[config.mk]
export PLATFORM = sky130hd
export DESIGN_NAME = div_hilo_controller
export DESIGN_NICKNAME = d
export VERILOG_FILES = /design/src/rtl/div_hilo_controller.sv
export SDC_FILE = /design/constraint.sdc
export NUM_CORES = 1
export LEC_CHECK = 0
export ABC_AREA = 1
export ABC_CLOCK_PERIOD_IN_PS = 5000
export BUFFER_PORTS_ARGS = -buffer_cell sky130_fd_sc_hd__buf_2
export CORE_UTILIZATION = 38
export CTS_BUF_LIST = sky130_fd_sc_hd__clkbuf_16
export CTS_CLUSTER_SIZE = 28
export DETAILED_ROUTE_END_ITERATION = 10
export SLEW_MARGIN = 20
export SYNTH_ARGS = -nofsm -noshare
export SYNTH_HDL_FRONTEND = slang
export SYNTH_SLANG_ARGS = --single-unit
[constraint.sdc]
create_clock -name clock -period 5 [get_ports clock]
set_clock_uncertainty 0.15 [all_clocks]
set_input_delay 0 -clock clock [delete_from_list [all_inputs] [get_ports clock]]
set_output_delay 0 -clock clock [all_outputs]
set_load 0.01 [all_outputs]
[src/rtl/div_hilo_controller.sv]
// DIV/DIVU sequencer for the execute stage.
// Owns HI/LO and runs a radix-2 restoring divide, one quotient bit per cycle.
// Stalls MFHI/MFLO or a new divide while a result is still in flight.
module div_hilo_controller #(
    parameter int unsigned WIDTH = 32
) (
    input  logic             clock,
    input  logic             reset,
    input  logic             start,
    input  logic             is_signed,
    input  logic [WIDTH-1:0] dividend,
    input  logic [WIDTH-1:0] divisor,
    input  logic             rd_hi,
    input  logic             rd_lo,
    input  logic             flush,
    output logic             busy,
    output logic             stall,
    output logic             done,
    output logic [WIDTH-1:0] hi,
    output logic [WIDTH-1:0] lo
);

    localparam int unsigned CW = (WIDTH > 1) ? $clog2(WIDTH) : 1;
    localparam logic [WIDTH-1:0] MinNeg = {1'b1, {(WIDTH-1){1'b0}}};

    typedef enum logic [1:0] {StIdle, StPrep, StIter, StFixup} state_e;

    state_e           state_q, state_d;
    // quo holds the dividend until PREP, then its magnitude, then the quotient
    logic [WIDTH-1:0] quo_q, quo_d;
    logic [WIDTH-1:0] rem_q, rem_d;
    // dvs holds the raw divisor until PREP, then its magnitude
    logic [WIDTH-1:0] dvs_q, dvs_d;
    logic [WIDTH-1:0] hi_q, hi_d;
    logic [WIDTH-1:0] lo_q, lo_d;
    logic             sgn_q, sgn_d;
    logic             qneg_q, qneg_d;
    logic             rneg_q, rneg_d;
    logic             done_q, done_d;
    logic [CW-1:0]    cnt_q, cnt_d;

    logic             a_neg, b_neg;
    logic [WIDTH-1:0] a_mag, b_mag;
    logic [WIDTH:0]   rem_sh, diff;

    // Next-state, datapath step and fast-path decisions
    always_comb begin
        state_d = state_q;
        quo_d   = quo_q;
        rem_d   = rem_q;
        dvs_d   = dvs_q;
        hi_d    = hi_q;
        lo_d    = lo_q;
        sgn_d   = sgn_q;
        qneg_d  = qneg_q;
        rneg_d  = rneg_q;
        cnt_d   = cnt_q;
        done_d  = 1'b0;

        a_neg  = sgn_q & quo_q[WIDTH-1];
        b_neg  = sgn_q & dvs_q[WIDTH-1];
        a_mag  = a_neg ? -quo_q : quo_q;
        b_mag  = b_neg ? -dvs_q : dvs_q;
        // Shift next dividend bit into the partial remainder, trial-subtract in WIDTH+1 bits
        rem_sh = {rem_q, quo_q[WIDTH-1]};
        diff   = rem_sh - {1'b0, dvs_q};

        unique case (state_q)
            StIdle: begin
                if (start && !flush) begin
                    state_d = StPrep;
                    quo_d   = dividend;
                    dvs_d   = divisor;
                    sgn_d   = is_signed;
                end
            end
            StPrep: begin
                qneg_d = a_neg ^ b_neg;
                rneg_d = a_neg;
                rem_d  = '0;
                cnt_d  = CW'(WIDTH - 1);
                if (dvs_q == '0) begin
                    // Divide by zero: all-ones quotient, raw dividend as remainder
                    quo_d   = '1;
                    rem_d   = quo_q;
                    qneg_d  = 1'b0;
                    rneg_d  = 1'b0;
                    state_d = StFixup;
                end else if (sgn_q && (quo_q == MinNeg) && (dvs_q == '1)) begin
                    // Signed overflow: quotient wraps to the dividend, remainder zero
                    quo_d   = quo_q;
                    rem_d   = '0;
                    qneg_d  = 1'b0;
                    rneg_d  = 1'b0;
                    state_d = StFixup;
                end else begin
                    quo_d   = a_mag;
                    dvs_d   = b_mag;
                    state_d = StIter;
                end
            end
            StIter: begin
                if (!diff[WIDTH]) begin
                    rem_d = diff[WIDTH-1:0];
                    quo_d = {quo_q[WIDTH-2:0], 1'b1};
                end else begin
                    rem_d = rem_sh[WIDTH-1:0];
                    quo_d = {quo_q[WIDTH-2:0], 1'b0};
                end
                cnt_d = cnt_q - 1'b1;
                if (cnt_q == '0) begin
                    state_d = StFixup;
                end
            end
            StFixup: begin
                lo_d    = qneg_q ? -quo_q : quo_q;
                hi_d    = rneg_q ? -rem_q : rem_q;
                done_d  = 1'b1;
                state_d = StIdle;
            end
        endcase

        // Squash abandons the divide without touching HI/LO
        if (flush && (state_q != StIdle)) begin
            state_d = StIdle;
            hi_d    = hi_q;
            lo_d    = lo_q;
            done_d  = 1'b0;
        end
    end

    // State and datapath registers with synchronous reset
    always_ff @(posedge clock) begin
        if (reset) begin
            state_q <= StIdle;
            quo_q   <= '0;
            rem_q   <= '0;
            dvs_q   <= '0;
            hi_q    <= '0;
            lo_q    <= '0;
            sgn_q   <= 1'b0;
            qneg_q  <= 1'b0;
            rneg_q  <= 1'b0;
            cnt_q   <= '0;
            done_q  <= 1'b0;
        end else begin
            state_q <= state_d;
            quo_q   <= quo_d;
            rem_q   <= rem_d;
            dvs_q   <= dvs_d;
            hi_q    <= hi_d;
            lo_q    <= lo_d;
            sgn_q   <= sgn_d;
            qneg_q  <= qneg_d;
            rneg_q  <= rneg_d;
            cnt_q   <= cnt_d;
            done_q  <= done_d;
        end
    end

    // Outputs; stall is low in the done cycle so a waiting reader sees the new value
    always_comb begin
        busy  = (state_q != StIdle);
        stall = busy & (rd_hi | rd_lo | start);
        done  = done_q;
        hi    = hi_q;
        lo    = lo_q;
    end

endmodule
-- Word level (Yosys, flattened, before mapping)
Index checks and enable logic that the tools add are counted.
- logic and storage cells: 80
- latch bits: 0
- output and inout port bits: 67
- memories: 0
- input bits: 71
- register bits after elaboration: 171
- memory bits (writable): 0
- memory bits (read-only): 0
- reduce and logical (&&, ||, !) cells: 18
- bitwise logic cells: 7
- order comparisons: 0
- div/mod/pow operators: 0
- shift operators: 0
- $mul: 0
- equality and inequality tests: 12
- multiplexer cells: 27
- add/subtract/negate cells: 5
- operators with widths (cell ; number):
    32-bit two-way mux ; 12
    32-bit case mux with 2 select lines ; 2
    32-bit negation ; 3
    32-bit case mux with 3 select lines ; 1
    32-bit == test, second input constant ; 2
    33-bit by 32-bit subtractor with 33-bit output ; 1
    32-bit logical NOT ; 1
    2-bit != test, second input constant ; 5
    5-bit case mux with 2 select lines ; 1
    1-bit two-way mux ; 8
    2-bit case mux with 4 select lines ; 1
    3-bit != test, second input constant ; 2
    2-bit AND reduction ; 3
    2-bit nonzero test ; 3
    5-bit logical NOT ; 1
    5-bit AND reduction ; 1
    5-bit by 1-bit subtractor with 5-bit output, second input constant ; 1
    2-bit == test, second input constant ; 2
    1-bit logical AND ; 4
    2-bit two-way mux ; 2
    4-bit AND reduction ; 1
    1-bit AND ; 3
    3-bit nonzero test ; 1
    2-bit by 1-bit == test with 1-bit output, second input constant ; 1
    6 further kinds ; 7

-- Depth between registers and ports, before layout
- word-level depth: 6
- depth in mapped cells: 20
- depth with buffers taken out: 18

-- Worst setup path after synthesis
No wires, ideal clock.
- path type: flip-flop to flip-flop
- start: register quo_q[31]
- end: register rem_q[24]
- clock period less this slack: 2.553 ns
- path slack: 2.447 ns
- library setup time: 0.132 ns
- cell stages (with the launch flop): 20
- data required time: 4.718 ns
- data arrival time: 2.271 ns
- path buffers: 2
- cells stage by stage: dfxtp_1 > clkbuf_2 > inv_1 > ha_1 > fa_1 > inv_1 > nand2_1 > nand2_1 > nand3_1 > nand2_1 > nand2_1 > nand2_2 > nand2_2 > nand2_2 > nand2_1 > nand2_2 > buf_2 > nand2_1 > nand3_1 > a21oi_1
- longest elaborated chain between the ends: 3
- ends and longest elaborated chain (element ; RTL line ; source):
    from (decl) ; 30 ; logic [WIDTH-1:0] quo_q, quo_d;
    from (signal assigned) ; 148 ; quo_q <= quo_d;
    33-bit by 32-bit subtractor with 33-bit output ; 66 ; diff = rem_sh - {1'b0, dvs_q};
    32-bit two-way mux ; 103 ; if (!diff[WIDTH]) begin
    32-bit case mux with 2 select lines ; 68 ; unique case (state_q)
    to (signal assigned) ; 149 ; rem_q <= rem_d;
    to (decl) ; 31 ; logic [WIDTH-1:0] rem_q, rem_d;
Every way passes these cells.
A chain may end at the register's enable or synchronous reset.

-- Worst setup path in the final report
- start: register quo_q[31]
- end: register rem_q[9]
The elaborated chain is that of the path after synthesis.

==> metrics.txt <==
status finished clean; Syn Nets 2,466; Lkg Pwr 8.15 nW; Internal Power 4.32 mW; Setup violations, final 0; pwr dens 612 nW/um^2; Setup CP Type flip-flop to flip-flop; Min Hold Slack 0.130 ns; drt wl/cell 17.6 um; slew at the pin with the worst max-slew slack 1.14 ns; R2R cell count 17; placed inst area 14,600 um^2; Residual DRC 0; fill cell count 3,902; CTS max path bufs 2; top cells by area, synth dfxtp_1 25%, nand2_1 18%, inv_1 9.2%, nor2_1 7.5%, nand3_1 6.3%; die height 192 um; WHS Path Cells 3; remaining global-route overflow 0; IO Port Bufs 137; setup TNS 0 ns; Worst-path clk slew 0.07 ns; cells after synthesis 2,351; Req. time, crit path 5.13 ns; core box area 35,600 um^2; Critical Path Fanout Max 32; via count 15,600; post-CTS resize count 0; number of flops mapped to enable cells by yosys 0; ys async rst share 0%; hold buffers post-CTS 70; routability congestion estimate 0.941; power share of the clock group 14.6%; Synth area leader dfxtp_1; share of layout cells above drive strength 1 10.2%; I/O Pins 138; H-tree depth 4; Cell Count, Final, Fillers Out 2,968; placed cell count 2,866; Crit Reg-Reg Endpoint rem_q[9]; r2r setup slk 1.70 ns; Post-DP HPWL 39,800 um; Reg power frac 22.8%; Main synth FF type dfxtp_1; WL final 52,200 um; FMAX 303 MHz; starting density of the core 38.7%; number of global-route vias before repair 14,100; WHS Endpoint quo_q[15]; setup bufs post-CTS 0; fin crit period 3.30 ns; first-pass GRT wire length 80,200 um; CTS tree yes; Initial DRT Pass Iterations 6; Yosys reg bits 171; maxcap violations 0; # nets final 2,609; Distinct cells, synth 54; arrival time worst endpoint 3.43 ns; row count 69; CP Capture Type flip-flop; Final Hold Vio Count 0; Root Driver clkbuf_16; Yosys top cell area share 24.9%; Num CTS Buffers 17; Avg Cell Area, Syn 5.85 um^2; worst hold path type input port to flip-flop; # diodes 0; Starting DRT DRC Count 1,367; Synth Cell Area 13,700 um^2; Final Cycle Share 66.1%; Global Route Usage Sum 28.3%; initial antenna violation count 0; CP Launch Type flip-flop; largest net degree at the start of global routing 77; Vias/cell 5.26; Routed Antenna Nets 0; Comb pwr share 62.6%; P&R area growth vs syn 15.8%; CTS sink cnt 171; Peak VDD IR 0.372 mV; min-delay src reset; die area 36,900 um^2; max-slew violation count 0; Die Span X 192 um; Worst R2R Start quo_q[31]; Ys Warns 0; switching power 5.42 mW; Clock Latency Late Sink 0.45 ns; RSZ-0062 raised after global routing no; Net Sw Frac 55.6%; register area share after synthesis 24.9%; final instance area 15,900 um^2; max_slew headroom 24.0%
metal layers:
metal	wire [um]	vias to the layer above	GRT usage [%]
met5	0	-	0
met4	1660	0	10.5
met3	3960	68	4.00
met2	22300	664	43.2
met1	24300	7088	40.0
li1	-	7781	-
sequential cells by signal (all words and copies together) (netlist names):
register	cells
cnt_q	5
state_q	2
rem_q	32
lo	32
done	1
sgn_q	1
hi	32
quo_q	32
dvs_q	32
qneg_q	1
rneg_q	1
cell usage after synthesis (all sizes together), types with 3 or more instances:
cell	instances
o221ai	4
o21bai	3
nor2	287
mux2i	6
or2	8
o31ai	3
nor4	10
buf	39
xor2	60
o211ai	14
o22ai	12
nand4	46
inv	356
nor3	20
ha	43
and2	4
clkbuf	58
a31oi	10
o21ai	164
nand2	672
nand3	178
dfxtp	171
xnor2	3
a21oi	159
o221a	4
worst max path at each step:
stage,startpoint,end
after floorplan,quo_q[31],rem_q[24]
after global placement,state_q[0],rem_q[19]
after detailed placement,quo_q[31],rem_q[9]
after CTS,quo_q[31],rem_q[9]
after global routing,quo_q[0],dvs_q[29]
final,quo_q[31],rem_q[9]
per-stage QoR:
stage	setup WS [ns]	total power, mW	util (%)
floorplan	2.45	6.57	-
global placement	1.83	8.13	41.1
detailed placement	1.77	8.17	41.1
CTS	1.75	9.65	44.8
global route	1.44	10.6	44.8
finish	1.70	9.74	44.8
cell usage in the layout (no fill, tap or decap), types with 5 or more instances in the layout:
| cell type | instances |
|---|---|
| nand2_2 | 10 |
| dlygate4sd3_1 | 70 |
| inv_2 | 20 |
| nand3_1 | 172 |
| buf_2 | 137 |
| nor2_1 | 274 |
| nand4_1 | 45 |
| clkbuf_16 | 17 |
| o21ai_0 | 137 |
| nand3_2 | 5 |
| or2_2 | 7 |
| a31oi_1 | 10 |
| ha_1 | 41 |
| xor2_1 | 60 |
| nor2_2 | 10 |
| inv_1 | 336 |
| nor4_1 | 9 |
| o211ai_1 | 14 |
| dfxtp_1 | 171 |
| mux2i_1 | 6 |
| buf_4 | 14 |
| o21ai_1 | 27 |
| a21oi_2 | 8 |
| nand2_1 | 660 |
| clkinv_1 | 6 |
| o22ai_1 | 12 |
| nor3_1 | 18 |
| a21oi_1 | 151 |
power groups by stage:
stage	sequential, mW	combinational, mW	clock, mW
after detailed placement	2.23	5.94	0
final	2.22	6.10	1.42
after floorplan	2.04	4.53	0
after global routing	2.27	6.81	1.49
after CTS	2.20	6.02	1.43
after global placement	2.21	5.92	0
kinds of logic (layout without fill, tap and decap cells):
logic type               after synthesis  in the layout  share of synthesized area, %
AND/OR/NAND/NOR                     1229           1229                          37.9
buffers and inverters                455            611                          13.5
AO/OA/AOI/OAI                        383            383                          15.2
flip-flops                           171            171                          24.9
XOR/XNOR                              63             63                          4.01
adder cells (fa/ha/maj)               44             44                          4.06
multiplexers                           6              6                         0.437
area by class of cell:
type / instances / area [um^2] / share of cell area, %
inverter: 358 / 1340 / 8.44
clock inverter: 15 / 181 / 1.14
timing repair buffer: 221 / 1490 / 9.36
tap: 461 / 577 / 3.62
clock buffer: 17 / 425 / 2.67
sequential: 171 / 3420 / 21.5
multi-input combinational: 1725 / 8480 / 53.3
critical path, cell delays in order (launching register included):
cell     delay (ns)
dfxtp_1        0.48
inv_1          0.14
ha_1           0.27
fa_1           0.43
inv_1          0.12
nand2_1        0.06
nand2_1        0.07
nand3_1        0.07
nand2_1        0.15
nand2_1        0.08
nand2_2        0.08
nand2_2        0.07
nand2_2        0.07
nand2_1        0.06
nand2_2        0.51
nand2_1        0.12
nand3_1        0.11
a21oi_1        0.09
Note: power is estimated with default switching activity, not from simulation.
